===== src/rtl/aes_rcon_pkg.sv =====
// Shared AES round-constant definitions: initial value, reduction polynomial,
// forward/inverse GF(2^8) doubling steps, schedule-end constant and sequencer states.
// Pure declarations; no logic or state of its own.
package aes_rcon_pkg;

    localparam logic [7:0] RCON_INIT = 8'h01;
    localparam logic [7:0] RCON_POLY = 8'h1b;

    typedef enum logic {
        ST_IDLE = 1'b0,
        ST_RUN  = 1'b1
    } rcon_state_e;

    // Multiply by x in GF(2^8), reduced by x^8+x^4+x^3+x+1.
    function automatic logic [7:0] rcon_fwd(input logic [7:0] r);
        logic [7:0] sh;
        sh = {r[6:0], 1'b0};
        return r[7] ? (sh ^ RCON_POLY) : sh;
    endfunction

    // Divide by x: an odd value had the polynomial folded in, so undo it and
    // restore the bit that was shifted out of position 7.
    function automatic logic [7:0] rcon_inv(input logic [7:0] r);
        return r[0] ? (((r ^ RCON_POLY) >> 1) | 8'h80) : (r >> 1);
    endfunction

    // Final rcon of a schedule of nrcon values; used at elaboration time only.
    function automatic logic [7:0] rcon_last(input int nrcon);
        logic [7:0] r;
        r = RCON_INIT;
        for (int i = 1; i < nrcon; i++) begin
            r = rcon_fwd(r);
        end
        return r;
    endfunction

endpackage


===== src/rtl/MSKcst.sv =====
// Turns a public constant into a trivial d-share sharing (value, 0, ..., 0).
// Latency: combinational, zero cycles.
// Backpressure: none; pure wiring.
// Ports: in_dat  - count-bit constant
//        sh_out  - count*d bits, share 0 in [count-1:0], higher shares zero
module MSKcst #(
    parameter int d     = 2,
    parameter int count = 8
) (
    input  logic [count-1:0]   in_dat,
    output logic [count*d-1:0] sh_out
);

    // The value is public, so no randomness is needed: the extra shares are zero.
    assign sh_out = {{(count*(d-1)){1'b0}}, in_dat};

endmodule


===== src/rtl/mskaes_rcon_seq.sv =====
// Sequenced AES round-constant generator (forward/inverse), masked d-share output.
// Latency: new rcon one cycle after start/update; sh_rcon follows mask_rcon combinationally.
// Backpressure: none; update advances immediately, start aborts and reloads.
// Ports: clk, rst_n (async, active low); start, inverse, update, mask_rcon inputs;
//        sh_rcon (8*d shared rcon), busy, last, done (one-cycle pulse after final value).
module mskaes_rcon_seq
    import aes_rcon_pkg::*;
#(
    parameter int d     = 2,
    parameter int NRCON = 10
) (
    input  logic             clk,
    input  logic             rst_n,
    input  logic             start,
    input  logic             inverse,
    input  logic             update,
    input  logic             mask_rcon,
    output logic [8*d-1:0]   sh_rcon,
    output logic             busy,
    output logic             last,
    output logic             done
);

    localparam int             IW        = $clog2(NRCON);
    localparam logic [IW-1:0]  IDX_LAST  = IW'(NRCON - 1);
    localparam logic [7:0]     RCON_LAST = rcon_last(NRCON);

    rcon_state_e    state_q, state_d;
    logic [7:0]     rcon_q,  rcon_d;
    logic [IW-1:0]  idx_q,   idx_d;
    logic           dir_q,   dir_d;
    logic           done_q,  done_d;
    logic [7:0]     rcon_gated;

    always_comb begin
        state_d = state_q;
        rcon_d  = rcon_q;
        idx_d   = idx_q;
        dir_d   = dir_q;
        done_d  = 1'b0;
        // start wins over update in either state; in RUN it is an abort without done.
        if (start) begin
            state_d = ST_RUN;
            rcon_d  = inverse ? RCON_LAST : RCON_INIT;
            idx_d   = '0;
            dir_d   = inverse;
        end else if (state_q == ST_RUN && update) begin
            if (idx_q == IDX_LAST) begin
                state_d = ST_IDLE;
                rcon_d  = RCON_INIT;
                idx_d   = '0;
                done_d  = 1'b1;
            end else begin
                rcon_d  = dir_q ? rcon_inv(rcon_q) : rcon_fwd(rcon_q);
                idx_d   = idx_q + 1'b1;
            end
        end
    end

    always_ff @(posedge clk or negedge rst_n) begin
        if (!rst_n) begin
            state_q <= ST_IDLE;
            rcon_q  <= RCON_INIT;
            idx_q   <= '0;
            dir_q   <= 1'b0;
            done_q  <= 1'b0;
        end else begin
            state_q <= state_d;
            rcon_q  <= rcon_d;
            idx_q   <= idx_d;
            dir_q   <= dir_d;
            done_q  <= done_d;
        end
    end

    assign busy = (state_q == ST_RUN);
    assign last = busy & (idx_q == IDX_LAST);
    assign done = done_q;

    // Gating with busy keeps the output zero in IDLE even though rcon holds 01 there.
    assign rcon_gated = rcon_q & {8{mask_rcon & busy}};

    MSKcst #(
        .d     (d),
        .count (8)
    ) u_mskcst (
        .in_dat (rcon_gated),
        .sh_out (sh_rcon)
    );

endmodule


===== config.mk =====
export PLATFORM = sky130hd
export DESIGN_NAME = mskaes_rcon_seq
export DESIGN_NICKNAME = d
export VERILOG_FILES = /design/src/rtl/aes_rcon_pkg.sv /design/src/rtl/MSKcst.sv /design/src/rtl/mskaes_rcon_seq.sv
export SDC_FILE = /design/constraint.sdc
export NUM_CORES = 1
export LEC_CHECK = 0
export BUFFER_PORTS_ARGS = -buffer_cell sky130_fd_sc_hd__buf_4
export CAP_MARGIN = 5
export CORE_UTILIZATION = 50
export CTS_CLUSTER_SIZE = 20
export DETAILED_ROUTE_END_ITERATION = 7
export PLACE_DENSITY = 0.76
export SLEW_MARGIN = 10
export SYNTH_ARGS = -nofsm -noshare
export SYNTH_HDL_FRONTEND = slang
export SYNTH_HIERARCHICAL = 1
export SYNTH_SLANG_ARGS = --single-unit

===== constraint.sdc =====
create_clock -name clk -period 1.8 [get_ports clk]
set_clock_uncertainty 0.1 [all_clocks]
set_input_delay 0.18 -clock clk [delete_from_list [all_inputs] [get_ports clk]]
set_output_delay 0.18 -clock clk [all_outputs]
set_load 0.05 [all_outputs]

==> impl_metrics.toml <==
[status]
status = "complete, no violations"

[synth]
synth_top_area_cell = "dfrtp_1"
syn_area_per_cell_um2 = 9.088
synth_compound_area_share_pct = 16.27
synthAdderAreaFrac_pct = 2.503
synthMuxAreaShare_pct = 4.005
synthSimpleGateAreaFrac_pct = 18.02
yosysTopAreaCellShare_pct = 35.04
syn_area_um2 = 999.7
synth_cell_types = 34
yosysSeqAreaShare_pct = 37.67
synth-seq-cells = 15
synth_top_family_by_area = "simple AND/OR/NAND/NOR gates"
synthXorXnorAreaFrac_pct = 5.257
synthCells = 110
yosys_warnings = 6
synth_area_leaders = "dfrtp_1 35%, buf_4 12%, and3_1 5.0%"

[worst_setup_path]
cp_slowest_stage_delay_ps = 400
path_class = "reg2out"
cp_max_fo = 4
worstPathArrival_ps = 1470
path_cells = "inv_2 > ha_4 > and3b_2 > and2_1 > buf_6"
crit_required_ps = 1520
crit_slowest_cell = "dfrtp_1"
cp-end-kind = "primary output"
cp-start-kind = "flop"

[final_layout]
syn2layout_area_growth_pct = 10.26
layout_commonest_cell = "buf_4"
finish.utilization_pct = 61.18
mostFrequentLayoutCells = "17 x buf_4, 14 x dfrtp_1, 11 x nand2_1"
drive_gt1_share_pct = 22.69
fin_nets = 128
n_antenna_cell = 0

[pwr]
clkPwrFrac_pct = 21.0
switching_power_mw = 0.3613
internal_power_mw = 0.5823
irDropWorstVdd_mv = 0.4063
p_leak_nw = 0.5258
p_comb_share_pct = 32.5
seqPwrFrac_pct = 46.5
swShare_pct = 38.29
powerDensity_nw_per_um2 = 856.0

[place]
dp_hpwl_um = 1371
gp_congestion = 0.7646
portBuffers = 16

[grt]
grt_start_max_net_pins = 16
grt_overflow = 0
track_usage_pct = 20.19
grt_pass1_wl_um = 3063
antenna_found_initial = 0
grt_pass1_vias = 676

[hold_path]
hp-class = "in2reg"

[die]
io_pins = 25
rows = 15
start_util_pct = 55.49
fp.coreArea_um2 = 1802
fp.dieH_um = 46.72
dieArea_um2 = 2182
die_x_um = 46.72

[flow_run]
maxCapViolations = 0

[drt]
dr.pass1.iters = 4
route.vias.total = 754
ant_nets = 0
drc = 0
post_drt_wl_per_cell_um = 13.16
wl_um = 1895
drtIter0Drc = 13
vias_per_cell = 5.236

[sta]
period_share_pct = 97.17
setup_viol = 0
fin_crit_ps = 1749
drv_slew = 0
fmax_mhz = 571.7
final_hold_viol_count = 0
setup_tns_ps = 0

[clock_tree]
cts_buffers = 3
cts_tree = "yes"
cts_buffer_depth = 2
clk_pin_slew_ps = 90
htreeDepth = 1
cts_root_buf = "clkbuf_4"
clkLatencyLatePin_ps = 290
cts_sinks = 15
==> synthesized netlist by cell type <==
cell	instances
dfrtp_1	14
ha_1	2
a21oi_1	4
a211oi_1	1
a221o_1	2
o22ai_1	1
and2_1	2
o21ai_0	9
a32o_1	1
nand3b_1	1
a31oi_1	1
a21oi_4	1
and3b_1	2
a21boi_0	1
conb_1	1
xnor2_1	4
or3_1	1
and3_1	8
nor3_1	1
o2111ai_1	1
nand2b_1	1
buf_4	16
a21o_1	2
nor2b_1	1
dfstp_2	1
buf_2	4
xor2_1	2
nor2_1	2
mux2i_1	4
nor3_2	1
clkbuf_1	1
nand2_1	11
inv_1	4
nand3_1	2
==> layer usage <==
layer  track usage, %  wire [um]  vias up
met5                0          0        -
met4            6.857         17        0
met3            3.529         67        2
met2            31.39        871       22
met1            28.43        938      358
li1                 -          -      372
==> metrics by stage <==
stage	power, mW	instances	setup slack (ps)	hold slack [ps]	cell area (um2)
global route	0.9999	144	-0.4881	46.80	1102
detailed placement	0.7354	137	276.9	-56.83	1033
finish	0.9436	144	50.92	34.84	1102
global placement	0.7251	137	308.1	-56.19	1033
CTS	0.9354	143	8.954	30.85	1081
floorplan	0.6975	117	98.59	-215.6	1026
==> cells by family after synthesis <==
family,after synthesis
multiplexers,4
flip-flops,15
buffers and inverters,25
adder cells (fa/ha/maj),2
XOR/XNOR,6
other,1
AO/OA/AOI/OAI,24
AND/OR/NAND/NOR,33
==> worst max-delay path: cells and delay by family, from the launching register on <==
| family | cells | cell delay [ps] |
|---|---|---|
| buffers and inverters | 2 | 220 |
| adders and majority gates | 1 | 160 |
| and+or+nand+nor | 2 | 400 |
| DFF | 1 | 400 |
==> final timing paths <==
kind | to | slack, ps | startpoint | cells after the start
min in group asynchronous | idx_q[0] | 170 | rst_n | 2
max | last | 50 | idx_q[1] | 5
min reg2reg | rcon_q[6] | 460 | rcon_q[6] | 2
max reg2reg | idx_q[2] | 170 | idx_q[1] | 6
max in group asynchronous | rcon_q[0] | 1190 | rst_n | 2
min | idx_q[2] | 30 | start | 2
==> flip-flops by register name, summed over array words and instances (netlist names) <==
name,flops
rcon_q,8
done,1
busy,1
idx_q,4
dir_q,1
==> power by group through the flow <==
| stage | logic, mW | registers [mW] | clock network (mW) |
|---|---|---|---|
| after floorplan | 0.285 | 0.412 | 0 |
| after global placement | 0.285 | 0.440 | 0 |
| after detailed placement | 0.292 | 0.444 | 0 |
| after CTS | 0.300 | 0.435 | 0.200 |
| after global routing | 0.339 | 0.445 | 0.216 |
| final | 0.307 | 0.439 | 0.198 |
==> cell type report <==
| cell class | instances | area [um2] |
|---|---|---|
| fill | 168 | 699.4 |
| multi-input combinational | 77 | 504.2 |
| sequential | 15 | 376.6 |
| timing repair buffer | 19 | 148.9 |
| tap | 25 | 31.28 |
| clock buffer | 4 | 26.28 |
| inverter | 4 | 15.01 |
==> repair_timing <==
item | CTS | global route
endpoints found under the setup margin | 1 | 1
hold endpoints to repair | 15 | 0
setup buffers | 1 | 1
hold buffers | 1 | 0
gates resized for setup | 1 | 4
(Power assumes the default switching activity.)
